### config.mk
export PLATFORM = sky130hd
export DESIGN_NAME = fifo_sync_param
export DESIGN_NICKNAME = d
export VERILOG_FILES = /design/src/rtl/fifo_pkg.sv /design/src/rtl/fifo_mem_2p.sv /design/src/rtl/fifo_sync_param.sv
export SDC_FILE = /design/constraint.sdc
export NUM_CORES = 1
export LEC_CHECK = 0
export ABC_AREA = 1
export CAP_MARGIN = 20
export CORE_ASPECT_RATIO = 2
export CORE_UTILIZATION = 31
export DETAILED_ROUTE_END_ITERATION = 12
export PLACE_DENSITY = 0.57
export SLEW_MARGIN = 40
export SYNTH_ARGS = -nofsm -noshare
export SYNTH_HDL_FRONTEND = slang
export SYNTH_HIERARCHICAL = 1
export SYNTH_SLANG_ARGS = --single-unit
### constraint.sdc
create_clock -name clk -period 4.45 [get_ports clk]
set_clock_uncertainty 0.05 [all_clocks]
set_input_delay 0.89 -clock clk [delete_from_list [all_inputs] [get_ports clk]]
set_output_delay 0.89 -clock clk [all_outputs]
set_load 0.005 [all_outputs]
### src/rtl/fifo_pkg.sv
// fifo_pkg: shared defaults, width helpers and configuration check for fifo_sync_param
package fifo_pkg;
  localparam int DEF_WIDTH = 8;
  localparam int DEF_DEPTH = 16;
  function automatic int ptr_w(input int depth);
    return $clog2(depth);
  endfunction
  function automatic int cnt_w(input int depth);
    return $clog2(depth) + 1;
  endfunction
  function automatic bit fifo_cfg_ok(input int depth, input int afull, input int aempty);
    return depth >= 2 && (depth & (depth - 1)) == 0 &&
           afull >= 0 && afull <= depth && aempty >= 0 && aempty <= depth;
  endfunction
endpackage

### src/rtl/fifo_mem_2p.sv
// fifo_mem_2p: WIDTH x DEPTH storage, sync write; registered read, or combinational under FIFO_FWFT_EN
module fifo_mem_2p #(
  parameter int WIDTH = 8,
  parameter int DEPTH = 16,
  parameter int AW = $clog2(DEPTH)
) (
  input  logic             clk,
  input  logic             rst,
  input  logic             we,
  input  logic [AW-1:0]    waddr,
  input  logic [WIDTH-1:0] wdata,
  input  logic             re,
  input  logic [AW-1:0]    raddr,
  output logic [WIDTH-1:0] rdata
);
  logic [WIDTH-1:0] mem [DEPTH];
  always_ff @(posedge clk)
    if (we) mem[waddr] <= wdata;
`ifdef FIFO_FWFT_EN
  assign rdata = mem[raddr];
`else
  always_ff @(posedge clk)
    if (rst) rdata <= '0;
    else if (re) rdata <= mem[raddr];
`endif
endmodule

### src/rtl/fifo_sync_param.sv
// fifo_sync_param: parametrised single-clock FIFO with level flags and sticky errors.
// Define FIFO_FWFT_EN for first-word fall-through reads.
module fifo_sync_param
  import fifo_pkg::*;
#(
  parameter int WIDTH = DEF_WIDTH,
  parameter int DEPTH = DEF_DEPTH,
  parameter int AFULL_THRESH = DEPTH - 2,
  parameter int AEMPTY_THRESH = 2
) (
  input  logic                   clk,
  input  logic                   rst,
  input  logic                   wr_en,
  input  logic [WIDTH-1:0]       wr_data,
  input  logic                   rd_en,
  output logic [WIDTH-1:0]       rd_data,
  output logic                   rd_valid,
  output logic                   full,
  output logic                   empty,
  output logic                   almost_full,
  output logic                   almost_empty,
  output logic [cnt_w(DEPTH)-1:0] count,
  output logic                   overflow,
  output logic                   underflow,
  input  logic                   clr_err
);
  localparam int AW = ptr_w(DEPTH);
  localparam int CW = cnt_w(DEPTH);
  if (!fifo_cfg_ok(DEPTH, AFULL_THRESH, AEMPTY_THRESH)) begin : g_bad_cfg
    $error("fifo_sync_param: DEPTH must be a power of two >= 2 and thresholds within 0..DEPTH");
  end
  logic [AW-1:0] wr_ptr, rd_ptr;
  logic [CW-1:0] count_nx;
  logic rd_acc, wr_acc;
  always_comb begin
    rd_acc = rd_en && !empty;
    wr_acc = wr_en && (!full || rd_acc);
    count_nx = count + CW'(wr_acc) - CW'(rd_acc);
  end
  // flags follow the next-state count so they never lag count by a cycle
  always_ff @(posedge clk)
    if (rst) begin
      wr_ptr <= '0;
      rd_ptr <= '0;
      count <= '0;
      full <= 1'b0;
      empty <= 1'b1;
      almost_full <= AFULL_THRESH == 0;
      almost_empty <= 1'b1;
      overflow <= 1'b0;
      underflow <= 1'b0;
    end else begin
      wr_ptr <= wr_ptr + AW'(wr_acc);
      rd_ptr <= rd_ptr + AW'(rd_acc);
      count <= count_nx;
      full <= count_nx == CW'(DEPTH);
      empty <= count_nx == '0;
      almost_full <= count_nx >= CW'(AFULL_THRESH);
      almost_empty <= count_nx <= CW'(AEMPTY_THRESH);
      overflow <= (wr_en && !wr_acc) || (overflow && !clr_err);
      underflow <= (rd_en && empty) || (underflow && !clr_err);
    end
`ifdef FIFO_FWFT_EN
  assign rd_valid = !empty;
`else
  always_ff @(posedge clk) rd_valid <= !rst && rd_acc;
`endif
  fifo_mem_2p #(.WIDTH(WIDTH), .DEPTH(DEPTH), .AW(AW)) u_mem (
    .clk(clk), .rst(rst), .we(wr_acc), .waddr(wr_ptr), .wdata(wr_data),
    .re(rd_acc), .raddr(rd_ptr), .rdata(rd_data)
  );
endmodule

==> results.cfg, run 1 <==
[outcome]
outcome = complete, no violations

[synthesis]
synth_nets = 639
syn-mean-instance-area_sq_um = 10.61
netlist_area_sq_mm = 0.006539
synth_warnings = 6
yosys.cell_types.count = 26
postSynthRegisterBits = 156
syn-instance-count = 616
synth_sequential_area_ratio = 0.6736

[sta]
max_freq_mhz = 329.7
setup-tns-final_ns = 0
finalWorstSetupSlack_ns = 1.417
max_slew.worst_pin.slew_ns = 0.8695
final-hold-violation-count = 0
finalSetupViolations = 0
final-max-slew-violation-count = 0
max_slew_margin = 0.4185
grt_setup_unrepaired = no
timing.final.crit_share = 0.6815
fin_worst_hold_slack_ns = 0.4126
period_needed_ns = 3.033

[route]
met3_routed_length_um = 502
vias_cell = 4.653
detailroute.via_count = 4299
detail-route-antenna-nets = 0
drc = 0
wire_per_inst_um = 17.11
route.top_layer_used = met4
number_of_search_and_repair_iterations_in_the_first_detailed_routing_pass = 4
met1Wirelength_mm = 5.232
detailroute.wirelength.met2_mm = 9.592
drt_first_iter_violations = 232
drt_total_wl_mm = 15.81

[power]
p_leak_nw = 2.905
share_seq_of_total_power = 0.423
power_density_mw_per_mm2 = 525.1
peak_ir_drop_on_the_vdd_network_uv = 346.1
switching_fraction = 0.2806
total_power_mw = 4.017
power.clock.fraction = 0.374
power.internal_mw = 2.890
combPwrFrac = 0.203
p_sw_mw = 1.127

[global_route]
number_of_antenna_violations_at_the_first_check_in_global_routing = 0
groute.usage.overall = 0.1536
pin_count_of_the_biggest_net_entering_global_routing = 66
first_global_vias = 4348
grt_first_pass_wirelength_mm = 24.27
grt_remaining_overflow = 0

[clock_tree]
cts_resized = 0
cts_root_buffer = clkbuf_16
post-cts-setup-buffers = 0
insertion_delay_ns = 0.43
cts_htree_levels = 4
cts_tree = yes
cts-buffers-inserted = 17
cts.path.max_buffers = 2
clock-sinks = 156
path_clk_slew_ns = 0.06
cts.hold.buffers_added = 0

[worst_hold_path]
hold_class = reg -> reg

[worst_setup_path]
crit_fanout = 4
critPathSlowestCell = clkdlybuf4s50_1
critical_path.startpoint_type = input port
cp_cell_sequence = clkdlybuf4s50_1 > inv_1 > or2_2 > nand2_1 > nand2_1 > ha_1 > inv_1 > ha_1 > fa_1 > nand3_1 > nand2_1 > nand2_1 > nand2_2 > nand2_2 > o21ai_1
timing_worst_setup_path_type = in -> reg
worstPathArrival_ns = 3.30
critPathRequiredTime_ns = 4.72
critical-path-max-stage-delay_ns = 0.47
critical_path.most_common_cell = nand2_1
worstSetupEndpointType = register

[finish]
layout.cells.most_common_list = nand2_1, edfxtp_1, nand3_1, nor2_1, inv_1
design.final.nets = 668
final_design_area_no_fill_sq_mm = 0.007650
mostFrequentLayoutCell = nand2_1
flow.area_growth_from_synthesis_pct = 16.99
layout_cell_share_with_drive_strength_beyond_1 = 0.07751
final_core_utilization = 0.3722
final-instance-count-excl-fill = 924
antenna_cells_inserted = 0

[job]
max_cap_viol_count = 0

[floorplanning]
num_io_pins = 33
dieWidth_um = 104.7
placementRows = 74
design.die.area_sq_mm = 0.02171
fp.dieH_um = 207.4
initial_cell_density_of_the_core = 0.3181
core_sq_mm = 0.02055

[placement]
post-place-cells = 892
detailed_place_hpwl_mm = 10.25
place.gp.congestion = 0.8215
dpl-instance-area_sq_mm = 0.007020
number_of_port_buffers = 32
place_worst_setup_slack_ns = 0.9463
==> cell usage after synthesis (all sizes together) <==
cell,count,share of area
a21oi,6,0.0052
and2,1,0.0013
buf,27,0.032
clkbuf,1,0.00057
dfxtp,28,0.086
edfxtp,128,0.59
fa,1,0.0031
ha,9,0.017
inv,39,0.022
nand2,201,0.12
nand3,118,0.090
nand3b,2,0.0023
nor2,48,0.028
o21ai,2,0.0015
o21bai,1,0.0011
or2,1,0.00096
xnor2,2,0.0027
xor2,1,0.0013
==> metal layers <==
layer,vias up,GRT usage
li1,2127,-
met1,2073,0.1374
met2,79,0.3087
met3,20,0.02512
met4,0,0.09325
met5,-,0
==> registers in the layout, indices dropped and copies added, names as in the netlist <==
| name | count |
|---|---|
| u_mem/rdata | 8 |
| almost_full | 1 |
| overflow | 1 |
| full | 1 |
| empty | 1 |
| almost_empty | 1 |
| count | 5 |
| rd_valid | 1 |
| wr_ptr | 4 |
| rd_ptr | 4 |
| u_mem/mem | 128 |
| underflow | 1 |
==> power by group through the flow <==
stage / Clock, mW / Sequential, mW / Combinational [mW]
2_1_floorplan: 0 / 1.72 / 0.543
3_3_place_gp: 0 / 1.73 / 0.822
3_5_place_dp: 0 / 1.73 / 0.822
4_1_cts: 1.53 / 1.70 / 0.829
5_1_grt: 1.59 / 1.71 / 0.921
6_report: 1.50 / 1.70 / 0.816
==> kinds of logic (layout without fill, tap and decap cells) <==
| logic type | count (synthesis) | in the layout | synth area share |
|---|---|---|---|
| AND/OR/NAND/NOR | 371 | 371 | 0.2394 |
| adder cells (fa/ha/maj) | 10 | 10 | 0.02028 |
| flip-flops | 156 | 156 | 0.6736 |
| XOR/XNOR | 3 | 3 | 0.004019 |
| buffers and inverters | 67 | 109 | 0.05492 |
| AO/OA/AOI/OAI | 9 | 9 | 0.007844 |
==> layout make-up <==
class	instances	area, sq um
Tap cell	266	332.8
Multi-Input combinational cell	393	1780
Fill cell	2031	12900
Timing Repair Buffer	38	360.3
Sequential cell	156	4405
Clock buffer	17	425.4
Inverter	39	146.4
Clock inverter	15	198.9
==> worst paths after layout <==
check,from,endpoint,depth (start not counted),slack (ns)
max reg2reg,empty,almost_full,13,2.04
max,rd_en,almost_full,15,1.42
min reg2reg,underflow,underflow,2,0.41
min,underflow,underflow,2,0.41
==> critical path, delay by kind of cell <==
family,cells,cell delay [ns]
adders and majority gates,3,0.93
and+or+nand+nor,8,0.86
buffers and inverters,3,0.54
AOI/OAI and AO/OA,1,0.07
(Power assumes the default switching activity.)
==> inputs of run 2 (changes only) <==
==> constraint.sdc (replaced) <==
create_clock -name clk -period 2.94 [get_ports clk]
set_clock_uncertainty 0.05 [all_clocks]
set_input_delay 0.588 -clock clk [delete_from_list [all_inputs] [get_ports clk]]
set_output_delay 0.588 -clock clk [all_outputs]
set_load 0.005 [all_outputs]
==> run 2 against run 1 <==
- combinational power increased by 56%
- critical path depth unchanged
- via count up 0.33%
- total power grew 50%
- sequential share of layout area fell by 1.1 points
- cell count grew 2.3%
- first-iteration DRC count fell by 16%
- register-to-register slack lost 1.5 ns
- die area stayed put
- clock-buffer cell count is 6 higher
- core utilization rose by 0.71 points
- wire length increased by 0.13%
- critical path type unchanged
- largest cell class unchanged
- largest power group unchanged
==> results.cfg, run 2 (synthesis results as in run 1) <==
[outcome]
outcome = complete, no violations

[worst_setup_path]
worst_flop_to_flop_path_startpoint = empty
timing_worst_setup_path_type = in -> reg
critPathSlowestCell = clkdlybuf4s50_1
critPathRequiredTime_ns = 3.20
critical_path.startpoint_type = input port
worstPathArrival_ns = 2.99
rrSetupSlack_ns = 0.51
critical_path.most_common_cell = nand2_1
critical-path-max-stage-delay_ns = 0.47
cpLargestDelayFamily = adder cells
worst_r2r_endpoint = almost_full
crit_fanout = 3
cp_cell_sequence = clkdlybuf4s50_1 > inv_1 > or2_2 > nand2_1 > nand2_1 > ha_1 > inv_1 > ha_1 > fa_1 > nand3_1 > nand2_1 > nand2_1 > nand2_2 > nand2_2 > o21ai_1
timing.reg2reg.worst_path_depth = 13
worst-path-buf-inv = 3
worstSetupEndpointType = register

[sta]
max_slew.worst_pin.slew_ns = 0.7814
final-hold-violation-count = 0
finalSetupViolations = 0
grt_setup_unrepaired = no
setup-tns-final_ns = 0
timing.final.crit_share = 0.9273
period_needed_ns = 2.726
final-max-slew-violation-count = 0
max_slew_margin = 0.4775
fin_worst_hold_slack_ns = 0.4113
max_freq_mhz = 366.8

[finish]
register_ranked_first_by_flip_flop_count = u_mem/mem
antenna_cells_inserted = 0
mostFrequentLayoutCell = nand2_1
filler_cell_count = 2069
final-instance-count-excl-fill = 945
layout_cell_share_with_drive_strength_beyond_1 = 0.1001
reg_top3 = u_mem/mem (128), u_mem/rdata (8), count (5)
design.final.nets = 689
flow.area_growth_from_synthesis_pct = 19.21
register_area_sq_mm = 0.004405
multiInputGateArea_sq_mm = 0.001775
layout.cells.most_common_list = nand2_1, edfxtp_1, nand3_1, nor2_1, inv_1
largest_reg_flops = 128

[route]
number_of_search_and_repair_iterations_in_the_first_detailed_routing_pass = 4
vias_cell = 4.564
detail-route-antenna-nets = 0
drt_total_wl_mm = 15.83
drt_first_iter_violations = 195
wire_per_inst_um = 16.75
detailroute.via_count = 4313
drc = 0

[placement]
post-place-cells = 913
number_of_port_buffers = 32
detailed_place_hpwl_mm = 10.90
place.gp.congestion = 0.8600

[clock_tree]
cts_root_buffer = clkbuf_16
cts_htree_levels = 4
cts_resized = 0
cts.path.max_buffers = 2
cts-buffers-inserted = 17
insertion_delay_ns = 0.43
clock-sinks = 156
post-cts-setup-buffers = 0
cts_tree = yes
path_clk_slew_ns = 0.06
cts.hold.buffers_added = 0

[global_route]
grt_first_pass_wirelength_mm = 24.41
number_of_antenna_violations_at_the_first_check_in_global_routing = 0
pin_count_of_the_biggest_net_entering_global_routing = 66
grt_remaining_overflow = 0
first_global_vias = 4380
groute.usage.overall = 0.1559

[floorplanning]
num_io_pins = 33
dieWidth_um = 104.7
design.die.area_sq_mm = 0.02171
core_sq_mm = 0.02055
fp.dieH_um = 207.4
placementRows = 74
initial_cell_density_of_the_core = 0.3181

[power]
power_density_mw_per_mm2 = 774.5
peak_ir_drop_on_the_vdd_network_uv = 482.6
p_leak_nw = 3.016

[worst_hold_path]
hold_class = reg -> reg
hold-path-cell-count = 2
worstHoldEndpoint = underflow
holdCritStartpoint = underflow

[job]
max_cap_viol_count = 0
[run 2: layout make-up]
type                    count  share of cell area
clock inverters             9             0.01027
multi-input cells         393              0.2278
well taps                 266             0.04270
repair buffers             59             0.06709
clock buffers              23             0.06822
flip-flops and latches    156              0.5652
inverters                  39             0.01878
[run 2: report_power, final]
| part | total, mW | switching (mW) | internal (mW) |
|---|---|---|---|
| combinational | 1.27 | 0.806 | 0.469 |
| sequential | 2.57 | 0.0626 | 2.51 |
| clock | 2.19 | 0.837 | 1.36 |
[run 2: worst reg2reg max path, cell delays in order (launching register included)]
cell     delay (ns)
dfxtp_1        0.34
or2_2          0.31
nand2_1        0.07
nand2_1        0.07
ha_1           0.27
inv_1          0.04
ha_1           0.20
fa_1           0.45
nand3_1        0.15
nand2_1        0.09
nand2_1        0.08
nand2_2        0.06
nand2_2        0.09
o21ai_1        0.07
[run 2: metrics by stage]
step	instance area [sq um]	setup slack (ns)	total power, mW	util
global placement	7183	-0.1741	3.892	0.3495
detailed placement	7183	-0.2355	3.904	0.3495
CTS	7795	0.2285	6.100	0.3792
floorplan	6539	0.4117	3.432	-
global route	7795	0.06134	6.341	0.3792
finish	7795	0.2138	6.038	0.3792
[run 2: worst max-delay path by stage]
stage	startpoint	endpoint	slack, ns	depth (start not counted)
after global routing	rd_en	almost_full	0.06	15
after detailed placement	rd_en	almost_full	-0.24	15
after CTS	rd_en	almost_full	0.23	15
final	rd_en	almost_full	0.21	15
after floorplan	rd_en	almost_full	0.41	14
after global placement	rd_en	almost_full	-0.17	15
[run 2: per-layer routing]
| layer | routed length (um) | vias to the layer above | part of all wire | GRT usage |
|---|---|---|---|---|
| met5 | 0 | - | 0 | 0 |
| met4 | 701 | 0 | 0.044 | 0.09665 |
| met3 | 455 | 26 | 0.029 | 0.03203 |
| met2 | 9371 | 68 | 0.59 | 0.3094 |
| met1 | 5302 | 2047 | 0.33 | 0.1380 |
| li1 | - | 2172 | - | - |
==> inputs of run 3 (changes only) <==
--- a/config.mk
+++ b/config.mk
@@ -16,3 +16,4 @@
 export SYNTH_HDL_FRONTEND = slang
 export SYNTH_HIERARCHICAL = 1
 export SYNTH_SLANG_ARGS = --single-unit
+export TNS_END_PERCENT = 10
==> results of run 3 <==
No change in the layout: final DEF, timing and power equal those of run 2.
